$ cat config.mk
export PLATFORM = sky130hd
export DESIGN_NAME = z3_slave_engine
export DESIGN_NICKNAME = d
export VERILOG_FILES = /design/src/rtl/z3_slave_engine.sv
export SDC_FILE = /design/constraint.sdc
export NUM_CORES = 1
export LEC_CHECK = 0
export BUFFER_PORTS_ARGS = -buffer_cell sky130_fd_sc_hd__buf_2
export CAP_MARGIN = 5
export CORE_AREA = 2 2 50 71
export DETAILED_ROUTE_END_ITERATION = 6
export DIE_AREA = 0 0 52 73
export PLACE_DENSITY = 0.79
export REMOVE_ABC_BUFFERS = 1
export SYNTH_ARGS = -nofsm -noshare
export SYNTH_HDL_FRONTEND = slang
export SYNTH_SLANG_ARGS = --single-unit
$ cat constraint.sdc
create_clock -name CLK -period 2.8 [get_ports CLK]
set_input_delay 0.56 -clock CLK [delete_from_list [all_inputs] [get_ports CLK]]
set_output_delay 0.56 -clock CLK [all_outputs]
set_load 0.05 [all_outputs]
$ cat src/rtl/z3_slave_engine.sv
// Zorro III slave cycle engine: synchronises the bus strobes, picks the lowest
// matching target and runs start / data / end phases with burst and timeout support.

module z3_sync #(
  parameter int STAGES = 2
) (
  input  logic clk,
  input  logic rst,
  input  logic d,
  output logic q
);
  logic [STAGES-1:0] pipe;

  // Idle level of every Zorro strobe is high, so the chain resets to 1.
  always_ff @(posedge clk) begin
    if (rst) pipe <= '1;
    else     pipe <= {pipe[STAGES-2:0], d};
  end

  assign q = pipe[STAGES-1];
endmodule

module z3_slave_engine #(
  parameter int                     NUM_TARGETS    = 4,
  parameter int                     SYNC_STAGES    = 2,
  parameter int                     TIMEOUT_CYCLES = 64,
  parameter logic [NUM_TARGETS-1:0] MTX_MASK       = NUM_TARGETS'(1)
) (
  input  logic                   CLK,
  input  logic                   RESET,
  input  logic                   FCS_n,
  input  logic [3:0]             DS_n,
  input  logic                   MTCR_n,
  input  logic                   READ,
  input  logic                   DOE,
  input  logic                   validspace,
  input  logic [NUM_TARGETS-1:0] match,
  input  logic [NUM_TARGETS-1:0] tgt_ack,
  output logic [NUM_TARGETS-1:0] tgt_sel,
  output logic                   tgt_start,
  output logic                   dtack,
  output logic                   MTACK_n,
  output logic                   timeout_err,
  output logic [7:0]             beat_count,
  output logic                   busy
);
  localparam int CW = $clog2(TIMEOUT_CYCLES);

  typedef enum logic [2:0] {S_IDLE, S_START, S_DATA, S_END, S_MTX_WAIT} state_t;

  state_t                 state, nxt;
  logic [5:0]             async_in, sync_q;
  logic                   fcs_s, mtcr_s;
  logic [3:0]             ds_s;
  logic                   lockout, abort;
  logic [CW-1:0]          cnt;
  logic [NUM_TARGETS-1:0] pick;
  logic                   ds_any, ds_idle, ack_sel, mtx_ok, go, cnt_term;

  assign async_in = {MTCR_n, DS_n, FCS_n};

  for (genvar i = 0; i < 6; i++) begin : g_sync
    z3_sync #(.STAGES(SYNC_STAGES)) u_sync (
      .clk (CLK),
      .rst (RESET),
      .d   (async_in[i]),
      .q   (sync_q[i])
    );
  end

  assign fcs_s  = sync_q[0];
  assign ds_s   = sync_q[4:1];
  assign mtcr_s = sync_q[5];

  assign ds_any   = ~&ds_s;
  assign ds_idle  = &ds_s;
  assign ack_sel  = |(tgt_ack & tgt_sel);
  assign mtx_ok   = |(MTX_MASK & tgt_sel);
  assign go       = READ | (ds_any & DOE);
  assign cnt_term = (cnt == CW'(TIMEOUT_CYCLES - 1));

  // Lowest-index match wins.
  always_comb begin
    pick = '0;
    for (int i = NUM_TARGETS - 1; i >= 0; i--)
      if (match[i]) begin
        pick    = '0;
        pick[i] = 1'b1;
      end
  end

  always_ff @(posedge CLK) begin
    if (RESET) begin
      state       <= S_IDLE;
      tgt_sel     <= '0;
      tgt_start   <= 1'b0;
      timeout_err <= 1'b0;
      beat_count  <= '0;
      busy        <= 1'b0;
      lockout     <= 1'b0;
      cnt         <= '0;
    end else begin
      state       <= nxt;
      busy        <= (nxt != S_IDLE);
      tgt_start   <= (nxt == S_DATA) && (state != S_DATA);
      timeout_err <= abort;

      // An abandoned or rejected cycle stays locked out until FCS is released.
      if (fcs_s)
        lockout <= 1'b0;
      else if ((state == S_IDLE && nxt == S_IDLE) || abort)
        lockout <= 1'b1;

      if (nxt == S_IDLE)
        tgt_sel <= '0;
      else if (state == S_IDLE) begin
        tgt_sel    <= pick;
        beat_count <= '0;
      end

      if (state == S_DATA && nxt == S_END && beat_count != 8'hFF)
        beat_count <= beat_count + 8'd1;

      if (nxt == S_DATA && state != S_DATA)
        cnt <= '0;
      else if (state == S_DATA)
        cnt <= cnt + 1'b1;
    end
  end

  always_comb begin
    nxt   = state;
    abort = 1'b0;
    case (state)
      S_IDLE:
        if (!fcs_s && !lockout && |match && validspace) nxt = S_START;
      S_START:
        if (fcs_s)   nxt = S_IDLE;
        else if (go) nxt = S_DATA;
      S_DATA:
        if (fcs_s)        nxt = S_IDLE;
        else if (ack_sel) nxt = S_END;
        else if (cnt_term) begin
          nxt   = S_IDLE;
          abort = 1'b1;
        end
      S_END:
        if (fcs_s)                            nxt = S_IDLE;
        else if (mtx_ok && !mtcr_s && ds_idle) nxt = S_MTX_WAIT;
      S_MTX_WAIT:
        if (fcs_s)              nxt = S_IDLE;
        else if (!mtcr_s && go) nxt = S_DATA;
      default: nxt = S_IDLE;
    endcase
  end

  always_comb begin
    dtack   = (state == S_END) && !fcs_s;
    MTACK_n = !((state != S_IDLE) && !fcs_s && mtx_ok);
  end
endmodule

==> results of run 1 <==
synth_stat cells (2+ instances only):
library cell  instances
ha_1                  2
xor2_1                3
or2_2                13
dfxtp_1              37
buf_6                 2
buf_1                 2
nand4_1               3
nor2b_1               5
nor3_1                7
nor4_1                3
nand2_1               8
xnor2_1               3
a22o_1                4
or3_1                 3
mux2i_1               3
a21oi_1               5
o21ai_0               2
nor4b_1               3
clkbuf_1              2
nor3b_1               2
a221o_1               2
nand3_1               6
nor2_1               15
o22ai_1               2
nor4b_2               2
where the power goes:
part | switching [mW] | internal (mW)
clock | 0.186 | 0.199
sequential | 0.00483 | 0.535
combinational | 0.0268 | 0.0239
sequential cells by signal, summed over array words and instances (netlist names):
name	cells
tgt_sel	4
g_sync.u_sync.pipe	12
lockout	1
beat_count	8
timeout_err	1
state	3
cnt	6
tgt_start	1
busy	1
critical path: cells and delay by family, from the launching register on:
kind / cells / cell delay, ps
AND/OR/NAND/NOR: 2 / 480
AO/OA/AOI/OAI: 3 / 890
flip-flops: 1 / 520
worst max path at each step:
stage                           from            end  slack, ps  cells past startpoint
after global routing        match[0]     tgt_sel[3]        620                      6
after detailed placement    match[0]     tgt_sel[0]        490                      6
after floorplan             state[0]  beat_count[7]        750                      5
after global placement    tgt_ack[0]     tgt_sel[0]        540                      6
final                       state[2]  beat_count[2]        790                      5
after CTS                   match[0]     tgt_sel[0]        790                      6
per-stage QoR:
stage	instances	hold WS, ps
after CTS	244	410
after global routing	244	430
final	244	406
after detailed placement	236	399
after global placement	236	391
after floorplan	160	389
cells by family after synthesis:
logic type	synth area share (%)
adders and majority gates	1.53
DFF	45.4
xor gates and xnor gates	3.22
and+or+nand+nor	32.0
AOI/OAI and AO/OA	12.4
buffers and inverters	2.84
muxes	2.53
routing by layer:
metal	vias up	global-route usage [%]	wire length [microns]
li1	678	-	-
met1	657	23.6	1430
met2	31	33.9	1780
met3	7	3.89	117
met4	0	10.5	79
met5	-	0	0
layout make-up:
cell class	count	area, sq um
Clock inverter	2	13.8
Tap cell	40	50.0
Inverter	1	3.75
Fill cell	310	1310
Sequential cell	37	741
Clock buffer	6	82.6
Timing Repair Buffer	36	183
Multi-Input combinational cell	122	843
==> run metrics, run 1 <==
Worst EP arrival 2180 ps; Post-CTS Resized 0; dpl ws 489 ps; outcome finished, final reports clean; post-DP HPWL about 2500 microns; top area cells in the synthesized netlist dfxtp_1, or2_2, nor2_1, a22o_1, nor3_1; distinct cell type count after synthesis 53; Peak VDD IR 524 uV; Total Routing Usage GR about a fifth; Final setup viols 0; Util after Layout 59.5%; slowest cell delay on critical path 520 ps; H-tree depth 2; Core Area 0.00322 sq mm; worst path required time 2970 ps; pwr dens between 500 and 600 mW/mm^2; Hold Path Depth 1; Slew Viols, Final 0; I/O pin count 36; fmax 0.498 GHz; clock sink count 37; CP max-delay cell dfxtp_1; Post-synth EDFFs 0; final setup TNS 0 ps; RSZ-0062 raised after global routing no; Clock Path Buffers 2; worst-path fanout max 10; dpl cell area 0.00182 sq mm; reg2reg start state[2]; worst flop-to-flop path endpoint beat_count[2]; root buffer cell clkbuf_8; max_cap viols 0; CTS buffer count 5; type of origin of the critical path flop; Setup CP Type reg2reg; first drt pass iteration count 4; FP Rows 25; hold-fix buffers at CTS 0; R2R Setup Slk 790 ps; drt drc 0; Fin Clk Skew 7.04 ps; Port Buffers 35; Initial Utilization 50.6%; Die Width 52 microns; mapped cell area 0.00163 sq mm; final WL 3400 microns; antenna violations before repair 0; CTS tree built; post-synthesis sequential area ratio 45.4%; Final GP Congestion 0.956; biggest area consumer among synthesized cells dfxtp_1; Final min period 2010 ps; global-route wire length before repair 5720 microns; Warnings, synthesis 0; Post-synth top flop dfxtp_1; drt initial violations 35; Synth Instances between 150 and 200; max_slew headroom between 60% and 70%; wire per inst 13.9 microns; worst-path cell chain and4bb_2, o31a_2, o211ai_2, nor2_1, a221o_1; via count between 1k and 1.5k; most frequent cells in the layout dfxtp_1, buf_2, nor2_1, or2_2, nand2_1; gr ovfl total 0; Layout area overhead 17.6%; measured slew at the worst slew-check pin roughly 530 ps; clock slew at reported path FFs 70 ps; Worst-Skew Late Latency 290 ps; final instance area 0.00192 sq mm; register bit total from synthesis 37; hold_sp g_sync[3].u_sync.pipe[0]; Final ANT Viol Nets 0; final worst setup slack 794 ps; largest net degree at the start of global routing 31; Setup Fix Bufs, Post-CTS 0; Avg Vias per Cell 5.63; # nets final 224; die footprint 0.00380 sq mm; Ant. Diodes 0; ys async rst share 0%; reg2reg path depth 5; Hold Crit Class reg2reg; Yosys top cell area share 45.4%; most common cell after layout, fill and taps aside dfxtp_1; Pleak between 0.7 and 0.8 nW; die height 73 microns; Mapped Avg Cell Area 9.76 sq um; layout cells sized above 1 a little over a third; Final Cycle Share slightly above 70%; end of the worst hold path g_sync[3].u_sync.pipe[1]; CP Capture Type flop; vias in the first global route roughly 1.3k; Fin. Hold Viols 0; power after layout 976 uW
Power figures use the tool's default switching activity.
==> run 2: changes to the inputs <==
--- a/config.mk
+++ b/config.mk
@@ -7,10 +7,10 @@
 export LEC_CHECK = 0
 export BUFFER_PORTS_ARGS = -buffer_cell sky130_fd_sc_hd__buf_2
 export CAP_MARGIN = 5
-export CORE_AREA = 2 2 50 71
+export CORE_AREA = 2 2 53 74
 export DETAILED_ROUTE_END_ITERATION = 6
-export DIE_AREA = 0 0 52 73
-export PLACE_DENSITY = 0.79
+export DIE_AREA = 0 0 55 76
+export PLACE_DENSITY = 0.76
 export REMOVE_ABC_BUFFERS = 1
 export SYNTH_ARGS = -nofsm -noshare
 export SYNTH_HDL_FRONTEND = slang
==> constraint.sdc (replaced) <==
create_clock -name CLK -period 1.7 [get_ports CLK]
set_input_delay 0.34 -clock CLK [delete_from_list [all_inputs] [get_ports CLK]]
set_output_delay 0.34 -clock CLK [all_outputs]
set_load 0.05 [all_outputs]
==> run 2 against run 1 <==
Net effect:
- the run now ends with setup timing left
- via count rose by 13%
- die area rose by 10%
- power rose by 83%
- clock-buffer cell count fell by 1
- global-route usage rose by 1.5 points
- critical endpoint unchanged
- largest power group unchanged
- highest routed layer unchanged
==> run metrics, run 2 (synthesized netlist as in run 1, its figures left out) <==
Worst Path Buf+Inv 0 (unchanged); Fin Clk Skew 4.93 ps (-2.11 ps); measured slew at the worst slew-check pin 487 ps (-47.5 ps); Final Cycle Share 111% (+39 points); H-tree depth 2 (unchanged); Final GP Congestion 0.927 (-3.1%); Clock Path Buffers 2 (unchanged); Die Width 55 microns (+5.8%); die footprint 0.00418 sq mm (+10%); final worst setup slack -181 ps (-974 ps); Core Area 0.00358 sq mm (+11%); vias in the first global route 1,483 (+11%); layout cells sized above 1 53.1% (+18 points); final WL 4410 microns (+30%); dpl ws -185 ps (-674 ps); GR peak layer met2; Worst EP arrival 2080 ps (-100 ps); Hold Crit Class in2reg; antenna violations before repair 0 (unchanged); Peak VDD IR 552 uV (+5.3%); Total Routing Usage GR 21.6% (+1.5 points); via count 1,552 (+13%); most frequent cells in the layout buf_4, dfxtp_1, buf_2, nor2_1, or2_2; CTS tree built; max_slew headroom 67.5% (+3.5 points); Final ANT Viol Nets 0 (unchanged); drt drc 0 (unchanged); root buffer cell clkbuf_8; Final min period 1880 ps (-126 ps); I/O pin count 36 (unchanged); CP Capture Type flop; Layout area overhead 45.0%; clock sink count 37 (unchanged); Final setup viols 18 (+18); number of flip-flops in the largest register 12 (unchanged); global-route wire length before repair 6530 microns (+14%); worst hold slack 216 ps (-190 ps); post-DP HPWL 2810 microns (+13%); Port Buffers 35 (unchanged); GR Layer Usage met2 35.4% (+1.5 points); type of origin of the critical path flop; dpl cell area 0.00206 sq mm (+13%); most common cell after layout, fill and taps aside buf_4; pwr dens 755 mW/mm^2 (+48%); Initial Utilization 45.6% (-5.0 points); largest net degree at the start of global routing 19 (-39%); slowest cell delay on critical path 500 ps (-20 ps); max_cap viols 0 (unchanged); FP Rows 26 (+4.0%); final instance area 0.00236 sq mm (+23%); gr ovfl total 0 (unchanged); first drt pass iteration count 4 (unchanged); fmax 0.532 GHz (+6.7%); largest reg by FF count g_sync.u_sync.pipe; CP max-delay cell or4_4; # nets final 261 (+17%); worst-path fanout max 6 (-4); Global Route met1 Usage 24.4% (+0.80 points); worst path required time 1890 ps (-1080 ps); die height 76 microns (+4.1%); Worst-Skew Late Latency 300 ps (about the same); worst-path cell chain or4_4, nor4b_4, nor2_2, and2_4, a221o_1; fillcell total 293 (-5.5%); Slew Viols, Final 0 (unchanged); RSZ-0062 raised after global routing yes; Pleak 1.01 nW (+29%); Avg Vias per Cell 5.48 (-2.5%); CP delay by family, top simple AND/OR/NAND/NOR gates; Ant. Diodes 0 (unchanged); wire per inst 15.6 microns (+12%); clock slew at reported path FFs 80 ps (about the same); CTS buffer count 5 (unchanged); Fin. Hold Viols 0 (unchanged); top flop regs g_sync.u_sync.pipe: 12 flops, beat_count: 8 flops, cnt: 6 flops; drt initial violations 44 (+26%); Setup CP Type reg2reg; GR Layer Usage met3 4.31% (+0.42 points); failing checks setup timing; outcome finished, violations left
run 2: cell types whose count changed in the layout (fill, tap and decap cells not counted), sizes merged:
cell	before	now
buf	36	73
bufinv	0	1
clkbuf	6	5
clkinv	2	1
clkinvlp	0	1
run 2: what timing repair did:
item	CTS	global route
setup endpoints to repair	18	19
hold buffers	0	0
cloned	0	0
resized for setup	23	10
buffers inserted	2	4
pin swaps	12	10
run 2: per-layer routing:
metal | wire length [microns] | part of all wire [%] | vias up
met5 | 0 | 0 | -
met4 | 159 | 3.6 | 0
met3 | 140 | 3.2 | 12
met2 | 2410 | 55 | 39
met1 | 1690 | 38 | 746
li1 | - | - | 755
run 2: layout make-up:
| cell class | instances | area [sq um] | area share, % |
|---|---|---|---|
| clock buffer | 5 | 68.8 | 2.91 |
| clock inverter | 3 | 46.3 | 1.96 |
| inverter | 1 | 3.75 | 0.159 |
| multi-input combinational | 122 | 963 | 40.7 |
| sequential | 37 | 746 | 31.5 |
| tap | 42 | 52.6 | 2.22 |
| timing repair buffer | 73 | 484 | 20.5 |
run 2: path summary, 6_finish.rpt:
kind	from	end	slack, ps	depth (start not counted)
setup / recovery	state[2]	beat_count[2]	-180	5
hold reg to reg	g_sync[1].u_sync.pipe[0]	g_sync[1].u_sync.pipe[1]	410	1
setup reg to reg	state[2]	beat_count[2]	-180	5
hold / removal	DS_n[1]	g_sync[2].u_sync.pipe[0]	220	2
run 2: stage by stage:
stage               TNS [ps]  power, mW  instances  util (%)
global route           -3040       1.84        283      66.1
CTS                    -1690       1.78        280      63.8
finish                 -1860       1.78        283      66.1
floorplan              -3030      0.950        160         -
detailed placement     -1420       1.01        270      57.7
global placement       -1070       1.00        270      57.7
run 2: worst register-to-register path, stage by stage (launching register included):
cell     delay (ps)
dfxtp_2         360
or4_4           500
nor4b_4         330
nor2_2           80
and2_4          190
a221o_1         300
run 2: where the power goes:
group,total (mW),internal [mW],leakage (nW),switching (mW)
Clock,0.781,0.439,0.0543,0.343
Sequential,0.889,0.881,0.302,0.00754
Combinational,0.114,0.0568,0.658,0.0577
